File: config.mk
export PLATFORM = sky130hd
export DESIGN_NAME = vram_arbiter
export DESIGN_NICKNAME = d
export VERILOG_FILES = /design/src/rtl/vram_pkg.sv /design/src/rtl/vram_tag_pipe.sv /design/src/rtl/vram_arbiter.sv
export SDC_FILE = /design/constraint.sdc
export NUM_CORES = 1
export LEC_CHECK = 0
export BUFFER_PORTS_ARGS = -buffer_cell sky130_fd_sc_hd__buf_2
export CAP_MARGIN = 20
export CORE_MARGIN = 2
export CORE_UTILIZATION = 36
export DETAILED_ROUTE_END_ITERATION = 12
export PLACE_DENSITY = 0.79
export SYNTH_ARGS = -nofsm -noshare
export SYNTH_HDL_FRONTEND = slang
export SYNTH_HIERARCHICAL = 1
export SYNTH_SLANG_ARGS = --single-unit
File: constraint.sdc
create_clock -name clk -period 1.5 [get_ports clk]
set_input_delay 0.3 -clock clk [delete_from_list [all_inputs] [get_ports clk]]
set_output_delay 0.3 -clock clk [all_outputs]
set_load 0.005 [all_outputs]
File: src/rtl/vram_pkg.sv
// rtl/vram_pkg.sv - shared widths, owner tags and command type for the video RAM arbiter
package vram_pkg;

  localparam int VRAM_ADDR_W = 19;
  localparam int VRAM_DATA_W = 9;

  typedef enum logic [1:0] {
    OWN_NONE = 2'd0,
    OWN_DISP = 2'd1,
    OWN_HOST = 2'd2
  } owner_t;

  typedef struct packed {
    logic                   en;
    logic                   we;
    logic [VRAM_ADDR_W-1:0] addr;
    logic [VRAM_DATA_W-1:0] wdata;
  } mem_cmd_t;

endpackage

File: src/rtl/vram_tag_pipe.sv
// rtl/vram_tag_pipe.sv - owner tag delay line aligning each read with its returning RAM data
module vram_tag_pipe
  import vram_pkg::*;
#(
  parameter int DEPTH = 2
) (
  input  logic   clk,
  input  logic   rst,
  input  owner_t tag_in,
  output owner_t tag_out
);

  owner_t stage_q [DEPTH];
  owner_t stage_d [DEPTH];

  always_comb begin
    stage_d[0] = tag_in;
    for (int i = 1; i < DEPTH; i++) begin
      stage_d[i] = stage_q[i-1];
    end
  end

  always_ff @(posedge clk) begin
    if (rst) begin
      for (int i = 0; i < DEPTH; i++) begin
        stage_q[i] <= OWN_NONE;
      end
    end else begin
      stage_q <= stage_d;
    end
  end

  assign tag_out = stage_q[DEPTH-1];

endmodule

File: src/rtl/vram_arbiter.sv
// rtl/vram_arbiter.sv - display-priority arbiter for the single-port video RAM
// with a bounded host starvation override and per-owner read data steering.
module vram_arbiter
  import vram_pkg::*;
#(
  parameter int ADDR_W     = VRAM_ADDR_W,
  parameter int DATA_W     = VRAM_DATA_W,
  parameter int RD_LAT     = 1,
  parameter int STARVE_MAX = 8
) (
  input  logic              clk,
  input  logic              rst,
  input  logic              disp_req,
  input  logic [ADDR_W-1:0] disp_addr,
  output logic              disp_gnt,
  output logic              disp_rvalid,
  output logic [DATA_W-1:0] disp_rdata,
  input  logic              host_req,
  input  logic              host_we,
  input  logic [ADDR_W-1:0] host_addr,
  input  logic [DATA_W-1:0] host_wdata,
  output logic              host_gnt,
  output logic              host_rvalid,
  output logic [DATA_W-1:0] host_rdata,
  output logic              host_override,
  output logic              mem_en,
  output logic              mem_we,
  output logic [ADDR_W-1:0] mem_addr,
  output logic [DATA_W-1:0] mem_wdata,
  input  logic [DATA_W-1:0] mem_rdata
);

  localparam int CNT_W = (STARVE_MAX > 1) ? $clog2(STARVE_MAX) : 1;
  localparam logic [CNT_W-1:0] STARVE_LAST = CNT_W'((STARVE_MAX > 0) ? STARVE_MAX - 1 : 0);

  logic [CNT_W-1:0] starve_cnt_q, starve_cnt_d;
  mem_cmd_t         mem_cmd_q, mem_cmd_d;
  owner_t           tag_in, tag_out;
  logic             force_host, disp_win, host_win;

  always_comb begin
    force_host = !rst && host_req && disp_req && (STARVE_MAX > 0) && (starve_cnt_q == STARVE_LAST);
    disp_win   = !rst && disp_req && !force_host;
    host_win   = !rst && host_req && (force_host || !disp_req);

    // Counter only climbs while the host is actively being refused.
    starve_cnt_d = starve_cnt_q;
    if (!host_req || host_win) begin
      starve_cnt_d = '0;
    end else if (starve_cnt_q != STARVE_LAST) begin
      starve_cnt_d = starve_cnt_q + CNT_W'(1);
    end

    mem_cmd_d    = mem_cmd_q;
    mem_cmd_d.en = 1'b0;
    mem_cmd_d.we = 1'b0;
    tag_in       = OWN_NONE;
    if (disp_win) begin
      mem_cmd_d.en   = 1'b1;
      mem_cmd_d.addr = disp_addr;
      tag_in         = OWN_DISP;
    end else if (host_win) begin
      mem_cmd_d.en    = 1'b1;
      mem_cmd_d.we    = host_we;
      mem_cmd_d.addr  = host_addr;
      mem_cmd_d.wdata = host_wdata;
      tag_in          = host_we ? OWN_NONE : OWN_HOST;
    end
  end

  always_ff @(posedge clk) begin
    if (rst) begin
      starve_cnt_q <= '0;
      mem_cmd_q    <= '0;
    end else begin
      starve_cnt_q <= starve_cnt_d;
      mem_cmd_q    <= mem_cmd_d;
    end
  end

  vram_tag_pipe #(
    .DEPTH (1 + RD_LAT)
  ) u_tag_pipe (
    .clk     (clk),
    .rst     (rst),
    .tag_in  (tag_in),
    .tag_out (tag_out)
  );

  // Reads still in flight when reset arrives must never surface.
  assign disp_rvalid   = !rst && (tag_out == OWN_DISP);
  assign host_rvalid   = !rst && (tag_out == OWN_HOST);
  assign disp_rdata    = disp_rvalid ? mem_rdata : '0;
  assign host_rdata    = host_rvalid ? mem_rdata : '0;

  assign disp_gnt      = disp_win;
  assign host_gnt      = host_win;
  assign host_override = force_host;

  assign mem_en        = mem_cmd_q.en;
  assign mem_we        = mem_cmd_q.we;
  assign mem_addr      = mem_cmd_q.addr;
  assign mem_wdata     = mem_cmd_q.wdata;

endmodule
# After elaboration in Yosys (flattened, before gate mapping)
# Index checks and enable logic that the tools add are counted.
[totals] register_bits=37 input_bits=61 output_inout_bits=53 word_cells=41
[classes] add_sub_neg=1 n_eq_ne=4 n_mux=8 bitwise=2 n_reduce_logical=18
[ops] cell="30-bit 2-to-1 mux" n=1
[ops] cell="19-bit 2-to-1 mux" n=1
[ops] cell="9-bit 2-to-1 mux" n=2
[ops] cell="1-bit logical AND" n=8
[ops] cell="1-bit zero test" n=4
[ops] cell="3-bit by 1-bit adder with 3-bit output, second input constant" n=1
[ops] cell="3-bit == test, second input constant" n=1
[ops] cell="1-bit 2-to-1 mux" n=3
[ops] cell="3-bit inequality test, second input constant" n=1
[ops] cell="3-bit OR reduction" n=1
[ops] cell="2-bit by 1-bit == test with 1-bit output, second input constant" n=1
[ops] cell="2-bit == test, second input constant" n=1
[ops] cell="1-bit logical OR" n=2
[ops] cell="2-bit 2-to-1 mux" n=1
[ops] cell="1-bit NOT" n=2
[ops] cell="2-bit AND reduction" n=1
[ops] cell="2-bit nonzero test" n=1
[ops] cell="2-bit OR reduction" n=1

# Depth between registers and ports, before layout
[logic_depth] ltp_word=8 depth_mapped=6 depth_no_buf=5

# By module
# Netlist, hierarchy kept.
[modules_own_cells] mod="vram_arbiter" n_inst=1 cells_each=133 area_per_inst_um2=1450.1 seq_area_each_um2=660.6
[modules_own_cells] mod="vram_tag_pipe" n_inst=1 cells_each=8 area_per_inst_um2=105.1 seq_area_each_um2=80.1

# Worst setup path after synthesis
# OpenSTA, ideal clock, no wires.
[synth_timing] path_kind="reg2reg" startpoint="register starve_cnt_q[0]" endpoint="register mem_cmd_q, in the netlist mem_addr[10]" setup_ns=0.122 arrival_time_ns=1.400 required_ns=1.378 setup_slack_ns=-0.022 path_stages_with_launch=6 path_buffers=1 synth_period_minus_slack_ns=1.522 path_cell_list="dfxtp_1 -> ha_1 -> ha_1 -> o21a_4 -> buf_6 -> a221o_1"
[synth_between] elab_chain_cells=5
[synth_rtl] element="start, declared" line="vram_arbiter.sv:36" rtl="logic [CNT_W-1:0] starve_cnt_q, starve_cnt_d;"
[synth_rtl] element="start signal, assigned" line="vram_arbiter.sv:76" rtl="starve_cnt_q <= starve_cnt_d;"
[synth_rtl] element="3-bit == test *" line="vram_arbiter.sv:42" rtl="force_host = !rst && host_req && disp_req && (STARVE_MAX > 0) && (starve_cnt_q == STARVE_LAST);"
[synth_rtl] element="1-bit logical AND *" line="vram_arbiter.sv:42"
[synth_rtl] element="1-bit zero test or 1-bit logical OR (tied branches)" line="vram_arbiter.sv:43, vram_arbiter.sv:44"
[synth_rtl] element="1-bit logical AND (on tied branches)" line="vram_arbiter.sv:43, vram_arbiter.sv:44"
[synth_rtl] element="19-bit 2-to-1 mux or 2-bit nonzero test (tied branches)"
[synth_rtl] element="end signal, assigned" line="vram_arbiter.sv:77" rtl="mem_cmd_q <= mem_cmd_d;"
[synth_rtl] element="end, declared" line="vram_arbiter.sv:37" rtl="mem_cmd_t mem_cmd_q, mem_cmd_d;"
# Every way passes the cells marked *; elsewhere a longest branch is shown, timed or not.
# A chain may end at the register's enable or synchronous reset.

# Worst setup path in the final report
[layout_timing] startpoint="register starve_cnt_q[0]" endpoint="output port host_gnt"
[layout_between] elab_chain_cells=4
[layout_rtl] element="3-bit == test" line="vram_arbiter.sv:42"
[layout_rtl] element="1-bit logical AND" line="vram_arbiter.sv:42"
[layout_rtl] element="1-bit logical OR" line="vram_arbiter.sv:44" rtl="host_win = !rst && host_req && (force_host || !disp_req);"
[layout_rtl] element="1-bit logical AND" line="vram_arbiter.sv:44"
[layout_rtl] element="end, declared" line="vram_arbiter.sv:22" rtl="output logic host_gnt,"
# Every way passes these cells.

==> qor.txt <==
Outcome = finished, violations left
Failing checks = setup timing
Hold/Removal Path Class = primary input to register
Worst Setup Path Type = register to output pin
Clock sinks = 37
IO Port Bufs = 113
CTS max path bufs = 2
First-pass iteration count of the detailed router = 4
Final #Nets = 338
Cell Rows = 23
Area grow syn2layout = 69.9%
Mapped Area = 1560 µm²
Grt ovf = 0
Final non-filler cell total = 326
CP Capture Type = output pin
PnR worst setup slack = -0.203 ns
GRT Resource Usage Total = 16.8%
Die extent in y = 69.7 µm
First-pass GRT wire length = 6550 µm
Final Slew Violations = 0
Peak VDD IR = 0.565 mV
Post-DRT Antenna Nets = 0
RD Place Congestion = 0.680
Ratio of cells with drive above 1 in the final layout = 63.8%
TNS Setup = -1.76 ns
Seq/Total Area, Yosys = 47.6%
Total die area = 4860 µm²
Final Hold Fails = 0
Clk pwr share = 31.9%
Leak Pwr = 1.35 nW
Total number of vias = 1557
Core Util, Final = 64.7%
P_sw = 485 µW
Post-place setup slack = -0.0938 ns
WL final = 4350 µm
Root Buffer = clkbuf_8
Clk Latency, worst-skew pair = 0.28 ns
Hold slack final = 0.233 ns
Post-synthesis cell count = 141
Width of the die = 69.7 µm
Drt initial violations = 33
Sequential power share = 52.0%
Library cells used by synthesis = 19
Largest net degree at the start of global routing = 20
Vias in the first global route = 1440
Sw Ratio = 23.7%
Clock Pin Slew Worst Setup and Hold Paths = 0.07 ns
Hold Buf Count CTS = 0
Crit path required time = 1.20 ns
DRC Markers = 0
Fmax = 587 MHz
Least-Margin Pin Slew = 0.567 ns
Final Cycle Share = 114%
Minimum clock period = 1.70 ns
RSZ-0062 raised after global routing = true
Max Cap Viol = 0
Number of setup violations in the final report = 39
Boundary Pins = 114
CTS tree = done
Hpwl dp = 2850 µm
Syn_area_per_cell = 11.0 µm²
Max_slew headroom = 62.1%
Vias/cell = 4.78
Pint = 1.56 mW
Dpl cells = 307
Core Region = 4090 µm²
Layout Skew = 0.00633 ns
TritonCTS buffer count = 5
Antenna Cells = 0
Ys Warns = 6
Avg WL per Cell = 13.3 µm
Htree depth = 2
Worst setup SP type = register
WP data arrival = 1.40 ns
Yosys reg bits = 37
Syn Nets = 204
Pwr Density = 775 nW/µm²
Combinational Power Share = 16.0%
CP max FO = 3
Initial antenna violation count = 0
Starting Density = 38.1%
==> power groups by stage <==
| stage | Sequential, mW | Clock (mW) | Combinational [mW] |
|---|---|---|---|
| detailed placement | 1.08 | 0 | 0.292 |
| global route | 1.07 | 0.708 | 0.359 |
| global placement | 1.08 | 0 | 0.284 |
| CTS | 1.06 | 0.677 | 0.311 |
| floorplan | 1.09 | 0 | 0.105 |
| finish | 1.07 | 0.654 | 0.328 |
==> logic make-up (layout without fill, tap and decap cells) <==
logic type | after synthesis | after routing | share of synthesized area (%)
muxes | 9 | 9 | 6.52
and+or+nand+nor | 64 | 64 | 27.0
buffers and inverters | 8 | 141 | 3.62
AOI/OAI and AO/OA | 21 | 23 | 13.7
DFF | 37 | 37 | 47.6
adders and majority gates | 2 | 2 | 1.61
==> area by class of cell <==
| class | count | area (µm²) |
|---|---|---|
| Inverter | 1 | 3.75 |
| Clock inverter | 2 | 10.0 |
| Timing Repair Buffer | 132 | 880 |
| Sequential cell | 37 | 746 |
| Fill cell | 315 | 1440 |
| Tap cell | 50 | 62.6 |
| Clock buffer | 6 | 72.6 |
| Multi-Input combinational cell | 98 | 868 |
==> layer usage <==
metal  part of all wire, %  vias to the layer above  GRT usage, %
li1                      -                      766             -
met5                     0                        -             0
met1                    41                      699          20.1
met3                   9.7                        7          6.40
met2                    48                       85          28.3
met4                   1.1                        0          4.49
==> repair_timing <==
item / in CTS / in global routing
setup endpoints to repair: 34 / 51
pin swaps: 10 / 17
buffers inserted: 5 / 2
gates cloned: 2 / 2
gates resized for setup: 13 / 37
==> Yosys cell counts <==
cell type  number  area, µm²
and2_1         40        250
buf_6           3       33.8
and2b_1         2       15.0
a221o_1        19        190
nor3b_2         2       25.0
nand3b_1        1       7.51
clkbuf_1        1       3.75
buf_2           3       15.0
dfxtp_1        37        741
ha_1            2       25.0
nor3_4          1       16.3
mux2_2          9        101
a211oi_1        1       7.51
o21a_4          1       15.0
inv_2           1       3.75
nor2b_1        13       81.3
nor3_1          1       5.00
and3_2          1       7.51
nor2_1          3       11.3
==> sequential cells by signal (all words and copies together) (netlist names) <==
name                count
mem_we                  1
mem_en                  1
u_tag_pipe/tag_out      2
mem_addr               19
starve_cnt_q            3
u_tag_pipe/stage_d      2
mem_wdata               9
==> layout by cell type, fill, tap and decap left out <==
cell type / synthesis / routed
ha_4: 0 / 2
nor2b_1: 13 / 12
nor3_1: 1 / 1
clkbuf_8: 0 / 5
dfxtp_2: 0 / 4
buf_6: 3 / 21
dfxtp_1: 37 / 33
buf_4: 0 / 7
buf_2: 3 / 99
and3_2: 1 / 1
o21a_4: 1 / 3
nor2b_4: 0 / 1
buf_8: 0 / 1
mux2_2: 9 / 9
buf_12: 0 / 4
clkbuf_1: 1 / 1
and2_1: 40 / 28
and2b_1: 2 / 2
inv_2: 1 / 1
nor3_4: 1 / 1
a211oi_2: 0 / 1
nor2_1: 3 / 3
clkinv_2: 0 / 2
and2_4: 0 / 12
nand3b_1: 1 / 1
nor3b_4: 0 / 2
a221o_1: 19 / 19
==> stage by stage <==
step / power, mW / cell area, µm²
floorplan: 1.19 / 1560
global placement: 1.37 / 2250
detailed placement: 1.38 / 2250
CTS: 2.05 / 2450
global route: 2.14 / 2640
finish: 2.05 / 2640
==> worst max-delay path, cell delays in order (launching register included) <==
cell and delay [ns]:
dfxtp_2 0.34, ha_4 0.16, ha_4 0.16, buf_6 0.11, o21a_4 0.23, buf_6 0.12
==> worst paths after layout <==
check                   startpoint                    end  slack [ns]  cells past startpoint
max                starve_cnt_q[0]               host_gnt       -0.20                      5
min                  host_addr[18]           mem_addr[18]        0.23                      2
max reg2reg        starve_cnt_q[0]           mem_addr[15]       -0.10                      6
min reg2reg  u_tag_pipe/stage_d[0]  u_tag_pipe/tag_out[0]        0.44                      1
(Power assumes the default switching activity.)
